===== src/rtl/rob_retire_ctrl.sv =====
// rob_retire_ctrl: ROB commit consumer doing regfile writeback, in-order store queue drain and trap/mret sequencing.
// Optional RETIRE_LOAD_EXT_EN enables load sign/zero extension on writeback.
module rob_retire_ctrl #(
    parameter int          SQ_DEPTH    = 4,
    parameter logic [31:0] MTVEC_RESET = 32'h0000_0100
) (
    input  logic        clk,
    input  logic        rst,
    input  logic [31:0] rob_value,
    input  logic [4:0]  rob_dest,
    input  logic        rob_reg_write,
    input  logic [31:0] rob_addr,
    input  logic        rob_mem_write,
    input  logic        rob_mem_read,
    input  logic [2:0]  rob_funct3,
    input  logic        rob_exception,
    input  logic        rob_mret,
    input  logic [1:0]  rob_cause,
    input  logic [31:0] rob_epc,
    output logic        rf_we,
    output logic [4:0]  rf_waddr,
    output logic [31:0] rf_wdata,
    output logic        dmem_req,
    output logic [31:0] dmem_addr,
    output logic [31:0] dmem_wdata,
    output logic [3:0]  dmem_be,
    input  logic        dmem_ack,
    output logic        sq_full,
    output logic        sq_overflow,
    output logic        rob_flush,
    output logic        redirect_valid,
    output logic [31:0] redirect_pc,
    output logic [31:0] mepc,
    output logic [31:0] mcause,
    output logic [31:0] retired_count
);
    localparam int PW = $clog2(SQ_DEPTH);

    typedef enum logic [1:0] {IDLE, FLUSH, DRAIN, REDIRECT} state_t;

    state_t      r_state;
    logic [29:0] r_q_addr [SQ_DEPTH];
    logic [31:0] r_q_data [SQ_DEPTH];
    logic [3:0]  r_q_be   [SQ_DEPTH];
    logic [PW-1:0] r_wp, r_rp;
    logic [PW:0] r_cnt;
    logic        r_trap;
    logic        r_rf_we;
    logic [4:0]  r_rf_waddr;
    logic [31:0] r_rf_wdata;
    logic        r_ovf;
    logic        r_flush;
    logic        r_redir;
    logic [31:0] r_redir_pc;
    logic [31:0] r_mepc;
    logic [31:0] r_mcause;
    logic [31:0] r_ret;

    logic        w_idle, w_full, w_push, w_push_ok, w_pop;
    logic [31:0] w_wdata, w_st_data;
    logic [3:0]  w_st_be;

    assign w_idle    = r_state == IDLE;
    assign w_full    = r_cnt == (PW+1)'(SQ_DEPTH);
    assign w_push    = w_idle & rob_mem_write;
    assign w_push_ok = w_push & ~w_full;
    assign w_pop     = (r_cnt != '0) & dmem_ack;

    assign w_st_be   = rob_funct3[1:0] == 2'b00 ? 4'b0001 << rob_addr[1:0] :
                       rob_funct3[1:0] == 2'b01 ? (rob_addr[1] ? 4'b1100 : 4'b0011) : 4'b1111;
    assign w_st_data = rob_funct3[1:0] == 2'b00 ? {4{rob_value[7:0]}} :
                       rob_funct3[1:0] == 2'b01 ? {2{rob_value[15:0]}} : rob_value;

`ifdef RETIRE_LOAD_EXT_EN
    logic [7:0]  w_byte;
    logic [15:0] w_half;
    logic [31:0] w_load;
    assign w_byte = rob_value[{rob_addr[1:0], 3'b000} +: 8];
    assign w_half = rob_addr[1] ? rob_value[31:16] : rob_value[15:0];
    always_comb begin
        w_load = rob_funct3 == 3'b000 ? {{24{w_byte[7]}}, w_byte} :
                 rob_funct3 == 3'b100 ? {24'b0, w_byte} :
                 rob_funct3 == 3'b001 ? {{16{w_half[15]}}, w_half} :
                 rob_funct3 == 3'b101 ? {16'b0, w_half} : rob_value;
    end
    assign w_wdata = rob_mem_read ? w_load : rob_value;
`else
    logic w_unused;
    assign w_unused = rob_funct3[2];
    assign w_wdata  = rob_value;
`endif

    // Queue payload needs no reset; occupancy is tracked by r_cnt.
    always_ff @(posedge clk) begin
        if (w_push_ok) begin
            r_q_addr[r_wp] <= rob_addr[31:2];
            r_q_data[r_wp] <= w_st_data;
            r_q_be[r_wp]   <= w_st_be;
        end
    end

    always_ff @(posedge clk) begin
        if (rst) begin
            r_state    <= IDLE;
            r_wp       <= '0;
            r_rp       <= '0;
            r_cnt      <= '0;
            r_trap     <= 1'b0;
            r_rf_we    <= 1'b0;
            r_rf_waddr <= '0;
            r_rf_wdata <= '0;
            r_ovf      <= 1'b0;
            r_flush    <= 1'b0;
            r_redir    <= 1'b0;
            r_redir_pc <= '0;
            r_mepc     <= '0;
            r_mcause   <= '0;
            r_ret      <= '0;
        end else begin
            r_rf_we    <= w_idle & rob_reg_write & (rob_dest != 5'd0) & ~rob_exception;
            r_rf_waddr <= rob_dest;
            r_rf_wdata <= w_wdata;
            if (w_push_ok) r_wp <= r_wp + 1'b1;
            if (w_pop) r_rp <= r_rp + 1'b1;
            r_cnt <= r_cnt + (PW+1)'(w_push_ok) - (PW+1)'(w_pop);
            if (w_push && w_full) r_ovf <= 1'b1;
            if (w_idle && (rob_reg_write | rob_mem_write | rob_mem_read | rob_exception | rob_mret))
                r_ret <= r_ret + 32'd1;
            r_flush <= 1'b0;
            r_redir <= 1'b0;
            case (r_state)
                IDLE: begin
                    if (rob_exception) begin
                        r_mepc   <= rob_epc;
                        r_mcause <= rob_cause == 2'b01 ? 32'd24 : rob_cause == 2'b11 ? 32'd4 : 32'd2;
                        r_trap   <= 1'b1;
                        r_flush  <= 1'b1;
                        r_state  <= FLUSH;
                    end else if (rob_mret) begin
                        r_trap  <= 1'b0;
                        r_flush <= 1'b1;
                        r_state <= FLUSH;
                    end
                end
                FLUSH: r_state <= DRAIN;
                DRAIN: begin
                    if (r_cnt == '0) begin
                        r_redir    <= 1'b1;
                        r_redir_pc <= r_trap ? MTVEC_RESET : r_mepc;
                        r_state    <= REDIRECT;
                    end
                end
                REDIRECT: r_state <= IDLE;
            endcase
        end
    end

    assign rf_we          = r_rf_we;
    assign rf_waddr       = r_rf_waddr;
    assign rf_wdata       = r_rf_wdata;
    assign dmem_req       = r_cnt != '0;
    assign dmem_addr      = {r_q_addr[r_rp], 2'b00};
    assign dmem_wdata     = r_q_data[r_rp];
    assign dmem_be        = r_q_be[r_rp];
    assign sq_full        = r_cnt >= (PW+1)'(SQ_DEPTH - 1);
    assign sq_overflow    = r_ovf;
    assign rob_flush      = r_flush;
    assign redirect_valid = r_redir;
    assign redirect_pc    = r_redir_pc;
    assign mepc           = r_mepc;
    assign mcause         = r_mcause;
    assign retired_count  = r_ret;
endmodule


===== config.mk =====
export PLATFORM = sky130hd
export DESIGN_NAME = rob_retire_ctrl
export DESIGN_NICKNAME = d
export VERILOG_FILES = /design/src/rtl/rob_retire_ctrl.sv
export SDC_FILE = /design/constraint.sdc
export NUM_CORES = 1
export LEC_CHECK = 0
export CAP_MARGIN = 20
export CELL_PAD_IN_SITES_DETAIL_PLACEMENT = 1
export CELL_PAD_IN_SITES_GLOBAL_PLACEMENT = 2
export CORE_MARGIN = 8
export CORE_UTILIZATION = 39
export CTS_BUF_LIST = sky130_fd_sc_hd__clkbuf_4
export DETAILED_ROUTE_END_ITERATION = 10
export GPL_TIMING_DRIVEN = 0
export HOLD_SLACK_MARGIN = 0.15
export PLACE_DENSITY = 0.95
export SLEW_MARGIN = 40
export SYNTH_ARGS = -nofsm -noshare
export SYNTH_HDL_FRONTEND = slang
export SYNTH_SLANG_ARGS = --single-unit

===== constraint.sdc =====
create_clock -name clk -period 10.2 [get_ports clk]
set_clock_uncertainty 0.15 [all_clocks]
set_input_delay 3.06 -clock clk [delete_from_list [all_inputs] [get_ports clk]]
set_output_delay 3.06 -clock clk [all_outputs]
set_load 0.02 [all_outputs]

==> results of run 1 <==
-- report_power, final --
| part | switching [mW] | internal (mW) |
|---|---|---|
| Clock | 0.690 | 0.729 |
| Sequential | 0.0860 | 2.00 |
| Combinational | 0.797 | 0.658 |
-- final cells by class --
cell class | count | area (µm²)
Fill cell | 3958 | 18500
Timing Repair Buffer | 328 | 3360
Tap cell | 525 | 657
Antenna cell | 1 | 2.50
Multi-Input combinational cell | 522 | 4280
Inverter | 14 | 52.6
Buffer | 83 | 447
Clock buffer | 157 | 1180
Sequential cell | 416 | 11000
Clock inverter | 33 | 166
-- kinds of logic after synthesis --
family                     after synthesis  synth area share (%)
AOI/OAI and AO/OA                      133                  5.45
xor gates and xnor gates                 9                 0.504
adders and majority gates               12                  1.01
buffers and inverters                   97                  3.15
DFF                                    416                  70.2
muxes                                   99                  11.8
other                                    1                0.0240
and+or+nand+nor                        239                  7.85
-- cells in the final DEF, fill, tap and decap left out, drive strengths merged, types with 20 or more instances in the layout --
master         Yosys  final
conb               1     30
dfxtp            152    152
mux4              66     66
nand2             89     89
o21ai             20     20
a21oi             57     57
nor2              30     30
buf               46     55
clkbuf            37    194
clkdlybuf4s50      0    319
clkinv             0     29
a22o              31     31
edfxtp           264    264
nor2b             46     46
mux2              22     22
-- layer usage --
metal | routed length [µm] | vias to the layer above | GRT usage, %
met5 | 69 | - | 0
met2 | 24800 | 452 | 35.7
met3 | 5160 | 74 | 8.75
met1 | 19300 | 5277 | 24.0
li1 | - | 4760 | -
met4 | 923 | 10 | 6.47
-- sequential cells by signal (all words and copies together), names as in the netlist, named ones only --
signal          cells
r_q_addr          120
mepc               32
r_state             2
r_rp                2
r_cnt               3
rf_waddr            5
sq_overflow         1
retired_count      32
rf_wdata           32
r_q_data          128
rf_we               1
rob_flush           1
redirect_valid      1
r_trap              1
r_q_be             16
r_wp                2
mcause              3
redirect_pc        32
-- worst max-delay path, stage by stage (launching register included) --
cell,delay (ns)
dfxtp_1,0.45
clkbuf_1,0.58
clkbuf_1,0.69
mux4_2,0.36
clkdlybuf4s50_1,0.68
-- worst max-delay path by stage --
stage	slack, ns	end	cells after the start
after floorplan	4.56	r_q_addr[0][0]	3
after global placement	2.47	r_q_addr[0][19]	4
after detailed placement	4.09	dmem_wdata[13]	4
after CTS	3.20	dmem_wdata[16]	4
after global routing	3.28	dmem_wdata[16]	4
final	3.44	dmem_wdata[16]	4
-- metrics by stage --
step	instances	setup slack (ns)	hold slack, ns	cell area (µm²)	util, %
2_1_floorplan	1035	4.56	0.326	15700	-
3_3_place_gp	1879	2.47	0.292	19600	49.4
3_5_place_dp	1887	4.09	0.304	19800	49.9
4_1_cts	2077	3.20	0.314	21100	53.3
5_1_grt	2079	3.28	0.355	21100	53.3
6_report	2079	3.44	0.316	21100	53.3
==> results_dict.tcl, run 1 <==
set metrics [dict create \
    synthTopCellsByCount "edfxtp_1 (264), dfxtp_1 (152), nand2_1 (89)" \
    ant_nets 0 \
    p_per_area_nw_per_um2 235 \
    grt_pass1_wl_mm 74.3 \
    required_ns 6.99 \
    period_share_pct 66.3 \
    ys_ff_latch 416 \
    finalHoldViolations 0 \
    cts_tree "yes" \
    drc 0 \
    post_cts_buffers 0 \
    layout-drive-gt1-share_pct 20.3 \
    setup_tns_ns 0 \
    io_buffer_count 319 \
    avgRoutedWirePerCell_um 24.1 \
    ys_seq_area_share_pct 70.2 \
    ctsResizeCount 0 \
    synth_top_area_cell "edfxtp_1" \
    criticalPathCategory "reg2out" \
    yosys.area.top_type_share_pct 50.7 \
    dieHeight_um 216 \
    worstMarginPinSlew_ns 0.883 \
    dieArea_um2 46700 \
    clk_latency_ns 0.77 \
    hp-start "mcause[2]" \
    timing.slew.headroom_pct 41.2 \
    overflow 0 \
    fmaxAchievable_mhz 148 \
    p_leak_nw 7.33 \
    synth_async_sr_flop_share_pct 0 \
    syn_inst 1006 \
    core_area_um2 39600 \
    clock_path_buffers 3 \
    status "completed" \
    synth_edf_count 264 \
    crit_arrival_ns 3.55 \
    synth_cell_types 45 \
    grt_pass1_vias 11815 \
    yosysWarnings 0 \
    worst_setup_path_start_kind "flop" \
    cts.sinks 416 \
    cts-root-buf "clkbuf_4" \
    grt_usage_pct 21.0 \
    start_util_pct 39.4 \
    hold_buffers 0 \
    r2r_end "r_cnt[2]" \
    syn_area_um2 15600 \
    min_path_cells 2 \
    fp-row-count 73 \
    synthToLayoutAreaGrowth_pct 35.2 \
    fin_nets 1600 \
    dp_hpwl_mm 35.8 \
    reg2reg_from "r_state[0]" \
    rr_worst_depth 11 \
    synth.most_common_cell "edfxtp_1" \
    avgSynthCellArea_um2 15.5 \
    hp-class "reg2reg" \
    cp_max_fo 10 \
    maxCapViolCount 0 \
    viasPerCell 5.09 \
    critPathCaptureType "primary output" \
    rsz0062_at_grt "no" \
    antenna_found_initial 6 \
    drt-initial-drc-count 711 \
    r2r_slack_ns 7.28 \
    routabilityCongestion 0.806 \
    num_io_pins 353 \
    h-tree-depth 3 \
    drt_first_pass_iters 4 \
    setup_viol 0 \
    die_w_um 216 \
    detail_route.wirelength_mm 50.2 \
    num_vias 10573 \
    clkSlewWorstSetupHoldPaths_ns 0.07 \
    drv_slew 0 \
    grt_max_degree 34 \
    cts_buffers 109 \
    fin_crit_ns 6.76 \
    hold_path_end "mcause[2]" \
    synth-main-ff-cell "edfxtp_1" \
    synth_area_leaders "edfxtp_1 (51%), dfxtp_1 (19%), mux4_2 (9.5%)" \
    p_total_mw 4.96 \
    peakVddDrop_uv 93.3 \
]
No activity file was read; power rests on OpenSTA's default activity.
==> run 2, diff against run 1 <==
--- a/config.mk
+++ b/config.mk
@@ -9,12 +9,12 @@
 export CELL_PAD_IN_SITES_DETAIL_PLACEMENT = 1
 export CELL_PAD_IN_SITES_GLOBAL_PLACEMENT = 2
 export CORE_MARGIN = 8
-export CORE_UTILIZATION = 39
+export CORE_UTILIZATION = 33
 export CTS_BUF_LIST = sky130_fd_sc_hd__clkbuf_4
 export DETAILED_ROUTE_END_ITERATION = 10
 export GPL_TIMING_DRIVEN = 0
 export HOLD_SLACK_MARGIN = 0.15
-export PLACE_DENSITY = 0.95
+export PLACE_DENSITY = 0.89
 export SLEW_MARGIN = 40
 export SYNTH_ARGS = -nofsm -noshare
 export SYNTH_HDL_FRONTEND = slang
==> constraint.sdc (replaced) <==
create_clock -name clk -period 5.7 [get_ports clk]
set_clock_uncertainty 0.15 [all_clocks]
set_input_delay 1.71 -clock clk [delete_from_list [all_inputs] [get_ports clk]]
set_output_delay 1.71 -clock clk [all_outputs]
set_load 0.02 [all_outputs]
==> results_dict.tcl, run 2 (same netlist as run 1, synthesis figures left out) <==
set metrics [dict create \
    dieArea_um2 54600 \
    slowest_stage "clkbuf_1" \
    peakVddDrop_uv 159 \
    die_w_um 234 \
    criticalPathCategory "reg2out" \
    fin_nets 1602 \
    avgRoutedWirePerCell_um 22.7 \
    endpoint "dmem_wdata[5]" \
    rr_worst_depth 11 \
    maxCapViolCount 0 \
    core_area_um2 46700 \
    fp-row-count 79 \
    drt-initial-drc-count 456 \
    largest_reg_flops 128 \
    grt_pass1_vias 11698 \
    setup_viol 0 \
    clk_latency_ns 0.84 \
    cp_max_fo 10 \
    dieHeight_um 234 \
    timing.critical_path.mode_cell "clkbuf_1" \
    timing.slew.headroom_pct 44.7 \
    crit_arrival_ns 3.48 \
    regMostFlops "r_q_data" \
    hp-class "reg2reg" \
    fin_crit_ns 5.34 \
    cts-root-buf "clkbuf_4" \
    reg_top3 "r_q_data: 128 flops, r_q_addr: 120 flops" \
    p_per_area_nw_per_um2 417 \
    ant_nets 0 \
    viasPerCell 4.85 \
    start_util_pct 33.5 \
    fin_hold_ws_ns 0.311 \
    grt_max_degree 27 \
    ctsResizeCount 0 \
    overflow 0 \
    slowest_delay_ns 0.65 \
    critPathCaptureType "primary output" \
    r2r_end "r_cnt[2]" \
    required_ns 3.84 \
    antenna_found_initial 9 \
    post_cts_buffers 0 \
    num_vias 10593 \
    detail_route.wirelength_mm 49.6 \
    clock_path_buffers 3 \
    cts.sinks 416 \
    fmaxAchievable_mhz 187 \
    layout_common_cells "clkdlybuf4s50_1 (319), edfxtp_1 (264), clkbuf_4 (160), dfxtp_1 (152), nand2_1 (89)" \
    period_share_pct 93.6 \
    status "completed" \
    layout_commonest_cell "clkdlybuf4s50_1" \
    num_io_pins 353 \
    path_depth 4 \
    placed_area_um2 19900 \
    worst_setup_path_start_kind "flop" \
    io_buffer_count 319 \
    reg2reg_from "r_state[1]" \
    dp_hpwl_mm 35.9 \
    layout-drive-gt1-share_pct 20.7 \
    drv_slew 0 \
    rsz0062_at_grt "no" \
    routabilityCongestion 0.795 \
    hold_buffers 0 \
    finalHoldViolations 0 \
    fin_area_um2 21300 \
    p_leak_nw 7.38 \
    worstMarginPinSlew_ns 0.830 \
    synthToLayoutAreaGrowth_pct 36.3 \
    crit_chain "clkbuf_1 > clkbuf_1 > mux4_2 > clkdlybuf4s50_1" \
    grt_usage_pct 17.9 \
    clkSlewWorstSetupHoldPaths_ns 0.06 \
    drc 0 \
    h-tree-depth 3 \
    cp_num_buf_inv 3 \
    grt_pass1_wl_mm 72.9 \
    drt_first_pass_iters 4 \
    cts_tree "yes" \
    crit_family "buffers and inverters" \
    cts_buffers 112 \
    r2r_slack_ns 2.82 \
]
run 2: where the power goes:
part / internal (mW) / switching, mW / leakage, nW
Clock: 1.31 / 1.27 / 0.847
Combinational: 1.17 / 1.41 / 2.90
Sequential: 3.58 / 0.145 / 3.64
run 2: layer usage:
layer	GRT usage, %	wire length [µm]	up-vias
met5	0	96	-
met4	4.64	781	14
met3	9.27	5540	92
met2	30.2	24100	408
met1	19.7	19100	5298
li1	-	-	4781
run 2: how the worst min path moves through the flow:
stage	from	endpoint	slack, ns	cells past startpoint
floorplan	r_state[0]	r_state[0]	0.33	2
global placement	mcause[2]	mcause[2]	0.29	2
detailed placement	mcause[2]	mcause[2]	0.31	2
CTS	mcause[2]	mcause[2]	0.32	2
global route	mcause[2]	mcause[2]	0.34	2
finish	mcause[2]	mcause[2]	0.31	2
run 2: cell type report:
cell class | count | area [µm²]
fill | 4826 | 25400
sequential | 416 | 11000
multi-input combinational | 522 | 4280
timing repair buffer | 327 | 3350
clock buffer | 160 | 1200
tap | 607 | 759
buffer | 83 | 449
clock inverter | 51 | 220
inverter | 14 | 52.6
antenna | 3 | 7.51
run 2: worst register-to-register path, cell delays in order (launching register included):
cell and delay [ns]:
dfxtp_1 0.33, inv_1 0.08, ha_1 0.30, nand2_1 0.09, a21oi_1 0.50, inv_1 0.10
ha_1 0.29, inv_1 0.04, ha_1 0.19, fa_1 0.38, xnor2_1 0.17, nor2_1 0.06
run 2: per-stage QoR:
stage                     setup TNS (ns)  util (%)  power [mW]  instances  setup WS, ns
final                                  0      45.7        8.89       2183         0.364
after global routing                   0      45.7        9.37       2183        0.0472
after CTS                              0      45.6        9.08       2180       0.00295
after detailed placement               0      42.6        6.44       1969         0.914
after global placement           -160.64      42.2        6.34       1961        -0.618
after floorplan                        0         -        5.17       1035          1.41
==> run 3, diff against run 2 <==
--- a/config.mk
+++ b/config.mk
@@ -5,7 +5,6 @@
 export SDC_FILE = /design/constraint.sdc
 export NUM_CORES = 1
 export LEC_CHECK = 0
-export CAP_MARGIN = 20
 export CELL_PAD_IN_SITES_DETAIL_PLACEMENT = 1
 export CELL_PAD_IN_SITES_GLOBAL_PLACEMENT = 2
 export CORE_MARGIN = 8
==> results of run 3 <==
The final DEF is identical to that of run 2; final timing and power are the same.
